===== src/rtl/leaf_pkg.sv =====
// ---------------------------------------------------------------------------
// leaf_pkg
// Shared leaf-wrapper definitions: payload/packet widths, the default
// stream-buffer geometry and the word/level typedefs built from them.
// No ports (package).
// ---------------------------------------------------------------------------
package leaf_pkg;

  localparam int LEAF_PAYLOAD_BITS  = 32;
  localparam int LEAF_PACKET_BITS   = 49;
  localparam int LEAF_BUF_DEPTH     = 16;
  localparam int LEAF_BUF_ADDR_BITS = 4;

  // One stream word as carried between the leaf interface and the kernel.
  typedef logic [LEAF_PAYLOAD_BITS-1:0] leaf_payload_t;

  // Occupancy 0..DEPTH needs one bit more than a pointer.
  typedef logic [LEAF_BUF_ADDR_BITS:0] leaf_level_t;

endpackage : leaf_pkg


===== src/rtl/leaf_stream_buffer_mem.sv =====
// ---------------------------------------------------------------------------
// leaf_stream_buffer_mem
// DEPTH x PAYLOAD_BITS storage for the stream buffer. Synchronous write,
// asynchronous read, no reset, so it maps onto distributed RAM.
//
// Ports:
//   clk_user  in   write clock
//   wr_en     in   write strobe
//   wr_addr   in   write address
//   wr_data   in   write data
//   rd_addr   in   read address
//   rd_data   out  combinational read data at rd_addr
// ---------------------------------------------------------------------------
module leaf_stream_buffer_mem
  import leaf_pkg::*;
#(
  parameter int PAYLOAD_BITS = LEAF_PAYLOAD_BITS,
  parameter int DEPTH        = LEAF_BUF_DEPTH,
  parameter int ADDR_BITS    = LEAF_BUF_ADDR_BITS
) (
  input  logic                    clk_user,
  input  logic                    wr_en,
  input  logic [ADDR_BITS-1:0]    wr_addr,
  input  logic [PAYLOAD_BITS-1:0] wr_data,
  input  logic [ADDR_BITS-1:0]    rd_addr,
  output logic [PAYLOAD_BITS-1:0] rd_data
);

  logic [PAYLOAD_BITS-1:0] mem_r [DEPTH];

  // Write port: contents are deliberately not reset.
  always_ff @(posedge clk_user) begin
    if (wr_en) begin
      mem_r[wr_addr] <= wr_data;
    end
  end

  assign rd_data = mem_r[rd_addr];

endmodule : leaf_stream_buffer_mem


===== src/rtl/leaf_stream_buffer.sv =====
// ---------------------------------------------------------------------------
// leaf_stream_buffer
// Elastic FIFO between the leaf interface user-side output stream and the
// HLS kernel input stream. Both ap_vld/ap_ack handshakes are driven only
// from registered state, so there is no combinational path from dout_ack
// to din_ack or from din_vld to dout_vld. A pushed word appears on dout
// one cycle after its push edge (no bypass).
//
// Ports:
//   clk_user   in   user clock
//   reset      in   asynchronous active-high reset
//   din        in   word from leaf interface
//   din_vld    in   word valid from leaf interface
//   din_ack    out  buffer can accept (not full)
//   dout       out  head word to kernel (asynchronous read of mem[rd_ptr])
//   dout_vld   out  buffer holds a word (not empty)
//   dout_ack   in   kernel accepts head word
//   level      out  occupancy 0..DEPTH
//
// Optional feature, macro LEAF_STREAM_BUFFER_STATS_EN:
//   stat_push_cnt  out  pushes since reset, wraps modulo 2^32
//   stat_pop_cnt   out  pops since reset, wraps modulo 2^32
//   stat_max_level out  highest occupancy since reset
// ---------------------------------------------------------------------------
module leaf_stream_buffer
  import leaf_pkg::*;
#(
  parameter int PAYLOAD_BITS = LEAF_PAYLOAD_BITS,
  parameter int DEPTH        = LEAF_BUF_DEPTH,
  parameter int ADDR_BITS    = LEAF_BUF_ADDR_BITS
) (
  input  logic                    clk_user,
  input  logic                    reset,
  input  logic [PAYLOAD_BITS-1:0] din,
  input  logic                    din_vld,
  output logic                    din_ack,
  output logic [PAYLOAD_BITS-1:0] dout,
  output logic                    dout_vld,
  input  logic                    dout_ack,
  output logic [ADDR_BITS:0]      level
`ifdef LEAF_STREAM_BUFFER_STATS_EN
  , output logic [31:0]           stat_push_cnt
  , output logic [31:0]           stat_pop_cnt
  , output logic [ADDR_BITS:0]    stat_max_level
`endif
);

  localparam logic [ADDR_BITS:0]   FULL_LEVEL = (ADDR_BITS+1)'(DEPTH);
  localparam logic [ADDR_BITS:0]   CNT_ONE    = (ADDR_BITS+1)'(1);
  localparam logic [ADDR_BITS:0]   CNT_ZERO   = (ADDR_BITS+1)'(0);
  localparam logic [ADDR_BITS-1:0] PTR_ONE    = ADDR_BITS'(1);
  localparam logic [ADDR_BITS-1:0] PTR_ZERO   = ADDR_BITS'(0);

  logic [ADDR_BITS-1:0] wr_ptr_r;
  logic [ADDR_BITS-1:0] rd_ptr_r;
  logic [ADDR_BITS:0]   count_r;
  logic [ADDR_BITS:0]   count_nxt_s;
  logic                 din_ack_r;
  logic                 dout_vld_r;
  logic                 push_s;
  logic                 pop_s;

  // Transfers happen only against the registered handshake flags.
  assign push_s = din_vld & din_ack_r;
  assign pop_s  = dout_vld_r & dout_ack;

  // Next occupancy; a simultaneous push and pop leaves it unchanged.
  always_comb begin
    count_nxt_s = count_r;
    case ({push_s, pop_s})
      2'b10:   count_nxt_s = count_r + CNT_ONE;
      2'b01:   count_nxt_s = count_r - CNT_ONE;
      default: count_nxt_s = count_r;
    endcase
  end

  // Pointers, occupancy and the handshake flags, which are registered
  // copies of (count != DEPTH) and (count != 0) so they reset to their
  // idle values asynchronously and never see the opposite handshake.
  always_ff @(posedge clk_user or posedge reset) begin
    if (reset) begin
      wr_ptr_r   <= PTR_ZERO;
      rd_ptr_r   <= PTR_ZERO;
      count_r    <= CNT_ZERO;
      din_ack_r  <= 1'b1;
      dout_vld_r <= 1'b0;
    end else begin
      if (push_s) begin
        wr_ptr_r <= wr_ptr_r + PTR_ONE;
      end
      if (pop_s) begin
        rd_ptr_r <= rd_ptr_r + PTR_ONE;
      end
      count_r    <= count_nxt_s;
      din_ack_r  <= (count_nxt_s != FULL_LEVEL);
      dout_vld_r <= (count_nxt_s != CNT_ZERO);
    end
  end

  leaf_stream_buffer_mem #(
    .PAYLOAD_BITS (PAYLOAD_BITS),
    .DEPTH        (DEPTH),
    .ADDR_BITS    (ADDR_BITS)
  ) u_mem (
    .clk_user (clk_user),
    .wr_en    (push_s),
    .wr_addr  (wr_ptr_r),
    .wr_data  (din),
    .rd_addr  (rd_ptr_r),
    .rd_data  (dout)
  );

  assign din_ack  = din_ack_r;
  assign dout_vld = dout_vld_r;
  assign level    = count_r;

`ifdef LEAF_STREAM_BUFFER_STATS_EN
  logic [31:0]        stat_push_cnt_r;
  logic [31:0]        stat_pop_cnt_r;
  logic [ADDR_BITS:0] stat_max_level_r;

  // Transfer counters and occupancy high-water mark.
  always_ff @(posedge clk_user or posedge reset) begin
    if (reset) begin
      stat_push_cnt_r  <= 32'd0;
      stat_pop_cnt_r   <= 32'd0;
      stat_max_level_r <= CNT_ZERO;
    end else begin
      if (push_s) begin
        stat_push_cnt_r <= stat_push_cnt_r + 32'd1;
      end
      if (pop_s) begin
        stat_pop_cnt_r <= stat_pop_cnt_r + 32'd1;
      end
      if (count_nxt_s > stat_max_level_r) begin
        stat_max_level_r <= count_nxt_s;
      end
    end
  end

  assign stat_push_cnt  = stat_push_cnt_r;
  assign stat_pop_cnt   = stat_pop_cnt_r;
  assign stat_max_level = stat_max_level_r;
`endif

endmodule : leaf_stream_buffer


===== config.mk =====
export PLATFORM = sky130hd
export DESIGN_NAME = leaf_stream_buffer
export DESIGN_NICKNAME = d
export VERILOG_FILES = /design/src/rtl/leaf_pkg.sv /design/src/rtl/leaf_stream_buffer_mem.sv /design/src/rtl/leaf_stream_buffer.sv
export SDC_FILE = /design/constraint.sdc
export NUM_CORES = 1
export LEC_CHECK = 0
export ABC_AREA = 1
export CORE_MARGIN = 10
export CORE_UTILIZATION = 30
export DETAILED_ROUTE_END_ITERATION = 16
export DONT_BUFFER_PORTS = 1
export GPL_TIMING_DRIVEN = 1
export PLACE_DENSITY_LB_ADDON = 0.1
export SLEW_MARGIN = 40
export SYNTH_ARGS = -nofsm -noshare
export SYNTH_HDL_FRONTEND = slang
export SYNTH_SLANG_ARGS = --single-unit

===== constraint.sdc =====
create_clock -name clk_user -period 3.8 [get_ports clk_user]
set_clock_uncertainty 0.1 [all_clocks]
set_input_delay 0.38 -clock clk_user [delete_from_list [all_inputs] [get_ports clk_user]]
set_output_delay 0.38 -clock clk_user [all_outputs]
set_load 0.005 [all_outputs]

; ---- Yosys cells after proc, flatten, opt, wreduce, memory -nomap -nowiden
; Memories as Yosys holds them, arrays and structs flattened.
; Index checks and enable logic that the tools add are counted.
[classes]
eq_ne = 3
muxes = 3
n_bitwise = 2
n_reduce_logical = 1
add_sub_neg = 4
[ops]
columns = cell, count
row1 = 5-bit case mux with 2 select lines, 1
row2 = "4-bit by 1-bit adder with 4-bit output, second input constant", 2
row3 = "5-bit by 1-bit adder with 5-bit output, second input constant", 1
row4 = "5-bit != test, second input constant", 1
row5 = 5-bit nonzero test, 1
row6 = "5-bit by 1-bit subtractor with 5-bit output, second input constant", 1
row7 = 1-bit bitwise AND, 2
row8 = "2-bit by 1-bit equality test with 1-bit output, second input constant", 1
row9 = "2-bit equality test, second input constant", 1
row10 = 1-bit two-way mux, 2
[totals]
register_bits = 15
n_memories = 1
word_cells = 19
out_inout_bits = 39
ram_bits = 512
in_bits = 36
[memory_table]
columns = memory, words, width, rd, rd_clocked_by_memory_dff, wr, line_no
row1 = u_mem.mem_r, 16, 32, 1, 0, 1, leaf_stream_buffer_mem.sv:29  ; logic [PAYLOAD_BITS-1:0] mem_r [DEPTH];

; ---- Logic depth before layout (Yosys ltp)
[depth]
depth_word = 4
depth_mapped = 17
depth_no_buf = 17

; ---- Modules after synthesis
; A second synthesis with hierarchy kept.
[unflattened]
cells_unflattened = 2185
area_unflattened_um2 = 22965.8
[by_module_without_submodules]
columns = mod, seq_area_each_um2, cells_each, instances, area_per_inst_um2
row1 = leaf_stream_buffer_mem, 15374.7, 2088, 1, 22089.9
row2 = leaf_stream_buffer, 376.6, 97, 1, 875.8

; ---- Least setup slack after synthesis
; No wires, ideal clock.
[synth_timing]
kind = register -> register
from = register din_ack_r (netlist: din_ack)
to = memory u_mem.mem_r[11][0] in the netlist's numbering (enable)
t_arrival_ns = 2.341
path_buffers = 0
stages_incl_launch_ff = 5
setup_ns = 0.421
synth_period_minus_slack_ns = 2.863
t_required_ns = 3.279
slack_ns = 0.937
path_cell_list = dfstp_2 -> nand2_1 -> inv_1 -> nand2_1 -> nor2_1
[synth_between]
elab_chain_cells = 3
[synth_lines]
columns = item, line_no
row1 = start: declaration, leaf_stream_buffer.sv:58  ; logic din_ack_r;
row2 = start signal: assignment, leaf_stream_buffer.sv:95  ; din_ack_r <= (count_nxt_s != FULL_LEVEL);
row3 = 1-bit bitwise AND, leaf_stream_buffer.sv:64  ; assign push_s = din_vld & din_ack_r;
row4 = 1-bit two-way mux, leaf_stream_buffer_mem.sv:33  ; if (wr_en) begin
row5 = 1-bit two-way mux (implied by the code), leaf_stream_buffer_mem.sv:34  ; mem_r[wr_addr] <= wr_data;
row6 = end: declaration, leaf_stream_buffer_mem.sv:29
; Every way passes these cells.

; ---- Worst setup path after layout
[layout_timing]
from = register rd_ptr_r[0]
to = output port dout[30]
[layout_between]
elab_chain_cells = 1
[layout_lines]
columns = item, line_no
row1 = start: declaration, leaf_stream_buffer.sv:55  ; logic [ADDR_BITS-1:0] rd_ptr_r;
row2 = start signal: assignment, leaf_stream_buffer.sv:92  ; rd_ptr_r <= rd_ptr_r + PTR_ONE;
row3 = memory read 16 x 32 bit, n/a
row4 = end: declaration, leaf_stream_buffer.sv:37  ; output logic [PAYLOAD_BITS-1:0] dout,
; Every way passes these cells.

==> flow_summary_export.csv <==
group,metric,value,unit
clock_tree,cts.sinks,527,
routing,drcViolationCount,0,
worst_setup_path,cp.arrival,2.81,ns
worst_setup_path,critPathKind,"reg -> out",
final_layout,n_fill_cell,6735,
logic_synthesis,ys.flop_type,"edfxtp_1",
status,status,"finished clean",
routing,drt_pass1_iterations,5,
floorplan,boundaryPins,75,
routing,viasPerCell,4.76,
timing,min_period,3.29,ns
floorplan,rows,97,
floorplan,die_width,287,um
logic_synthesis,ys_seq_area_share,73.8,%
timing,tightest_slew,0.821,ns
floorplan,core,0.0703,mm2
job,drv_cap,0,
routing,vias,11900,
logic_synthesis,synth_fp_nets,1510,
logic_synthesis,yosysTopAreaCell,"edfxtp_1",
clock_tree,cts-root-buf,"clkbuf_16",
clock_tree,h-tree-depth,2,
global_route,grt_first_pass_wirelength,86400,um
final_layout,nets,1558,
placement,numPortBuffers,0,
power_and_ir_drop,power_density,751,mW/mm2
logic_synthesis,yosysWarningCount,0,
placement,dp_hpwl,34400,um
routing,drt_iter0_markers,921,
global_route,antenna_found_initial,7,
global_route,overflow,0,
worst_setup_path,critPathLaunchType,"register",
floorplan,die_area,0.0822,mm2
logic_synthesis,synth_area_per_cell,14.6,um2
logic_synthesis,yosysUniqueCellTypes,25,
logic_synthesis,mappedNetlistArea,0.0213,mm2
final_layout,area_growth,15.1,%
final_layout,layout-drive-gt1-share,9.38,%
routing,routedWlPerCell,23.7,um
floorplan,start_util,30.4,%
logic_synthesis,yosysMostFrequentCell,"edfxtp_1",
logic_synthesis,yosys-top-cells-area,"edfxtp_1 (72%), mux2i_1 (6.0%), o211ai_1 (4.5%)",
placement,gp_congestion,0.743,
timing,setup_tns,0,ns
timing,setup_viol,0,
power_and_ir_drop,power,18500,uW
placement,pre_cts_ws,1.07,ns
logic_synthesis,synthArstFlopShare,2.85,%
clock_tree,cts.clk_slew.worst_paths,0.06,ns
routing,routed_wl,59200,um
min_path,min_path_type,"in -> reg",
final_layout,final_core_util,35.0,%
global_route,grt_pass1_vias,12000,
timing,fin_ws,0.513,ns
global_route,grt_start_max_net_pins,63,
worst_setup_path,path_max_fanout,52,
timing,slew_headroom,45.3,%
worst_setup_path,required,3.32,ns
clock_tree,cts_tree,"built",
power_and_ir_drop,ir_worst_vdd,401,uV
floorplan,fp.dieH,287,um
clock_tree,post-cts-setup-buffer-count,0,
clock_tree,cts.path.max_buffers,3,
clock_tree,cts_made_buffers,57,
global_route,grt_usage,14.2,%
timing,finalHoldViolCount,0,
timing,fin_crit_sh,86.5,%
routing,final_antenna_net_count,0,
timing,clock.fmax,304,MHz
timing,grt_setup_unrepaired,"false",
clock_tree,holdBufCountCts,35,
logic_synthesis,synth_top_area_share,72.0,%
clock_tree,post_cts_resize_count,0,
timing,slew_viol_final,0,
worst_setup_path,cp-end-kind,"output pin",
logic_synthesis,syn_inst,1467,
clock_tree,worst_skew_pair.late_latency,0.62,ns
logic_synthesis,netlist_top_cells_count,"edfxtp_1 (512), inv_1 (149), o21ai_0 (141)",
power_and_ir_drop,cellLeakagePower,0.00848,uW
logic_synthesis,ys_ff_latch,527,
logic_synthesis,synth_edf_count,512,
cell usage in the layout (no fill, tap or decap), types with 4 or more instances in the layout:
cell type,Yosys,routed
inv_1,149,146
edfxtp_1,512,512
nor2_1,21,5
o21ai_1,22,22
clkbuf_1,45,13
a21oi_1,128,128
o21ai_0,141,141
nand3_1,48,48
xor2_1,5,5
dfrtp_1,14,10
diode_2,0,4
clkbuf_16,0,57
o211ai_1,128,128
nor2_4,0,16
buf_4,3,34
nand2_1,65,65
mux2i_1,128,128
clkinv_1,0,16
buf_12,1,12
ha_1,7,7
dlygate4sd3_1,0,32
clkinv_2,0,11
logic make-up after synthesis:
kind of cell	after synthesis	share of synthesized area (%)
simple gates	137	2.73
mux	128	6.00
buf+inv	242	5.46
xor+xnor	7	0.287
fa+ha+maj	7	0.410
flops	527	73.8
compound gates	419	11.3
where the power goes:
group          internal, uW  switching, uW  leakage, uW
sequential             7040            404      0.00479
clock                  2800           2250     0.000818
combinational          1850           4100      0.00287
cell type report:
cell class,instances,area (um2),share of cell area (%)
Antenna cell,4,10.0,0.0407
Inverter,150,568,2.31
Clock inverter,30,191,0.779
Clock buffer,70,1480,6.01
Tap cell,940,1180,4.79
Timing Repair Buffer,81,831,3.38
Sequential cell,527,15800,64.2
Multi-Input combinational cell,698,4550,18.5
flip-flops by register name (all words and copies together) (netlist names):
signal	cells
dout_vld	1
wr_ptr_r	4
level	5
u_mem.mem_r	512
din_ack	1
rd_ptr_r	4
worst paths after layout:
check | startpoint | endpoint | slack [ns] | cells after the start
min | din[0] | u_mem.mem_r[5][0] | 0.12 | 1
min in group asynchronous | reset | wr_ptr_r[1] | 0.24 | 2
max reg2reg | din_ack | u_mem.mem_r[15][0] | 1.13 | 6
max in group asynchronous | reset | rd_ptr_r[2] | 2.82 | 2
min reg2reg | level[4] | level[4] | 0.51 | 2
max | rd_ptr_r[0] | dout[30] | 0.51 | 6
stage by stage:
stage	std cells	hold slack (ns)	area, um2
2_1_floorplan	1467	0.181	21300
3_3_place_gp	2361	0.324	22600
3_5_place_dp	2361	0.331	22600
4_1_cts	2496	0.243	24600
5_1_grt	2496	0.113	24600
6_report	2500	0.122	24600
layer usage:
layer	vias to the layer above	global-route usage [%]	wire [um]	share of wire, %
li1	5592	-	-	-
met1	6010	20.7	29300	50
met2	210	21.5	26100	44
met3	80	2.85	2750	4.6
met4	6	3.10	1020	1.7
met5	-	0	39	0.066
critical path: stages (launching register included):
cell,delay (ns)
dfrtp_4,0.96
buf_12,0.32
a21oi_1,0.10
o21ai_0,0.10
o21ai_0,0.12
o211ai_1,0.41
nand2_1,0.19
Power figures use the tool's default switching activity.
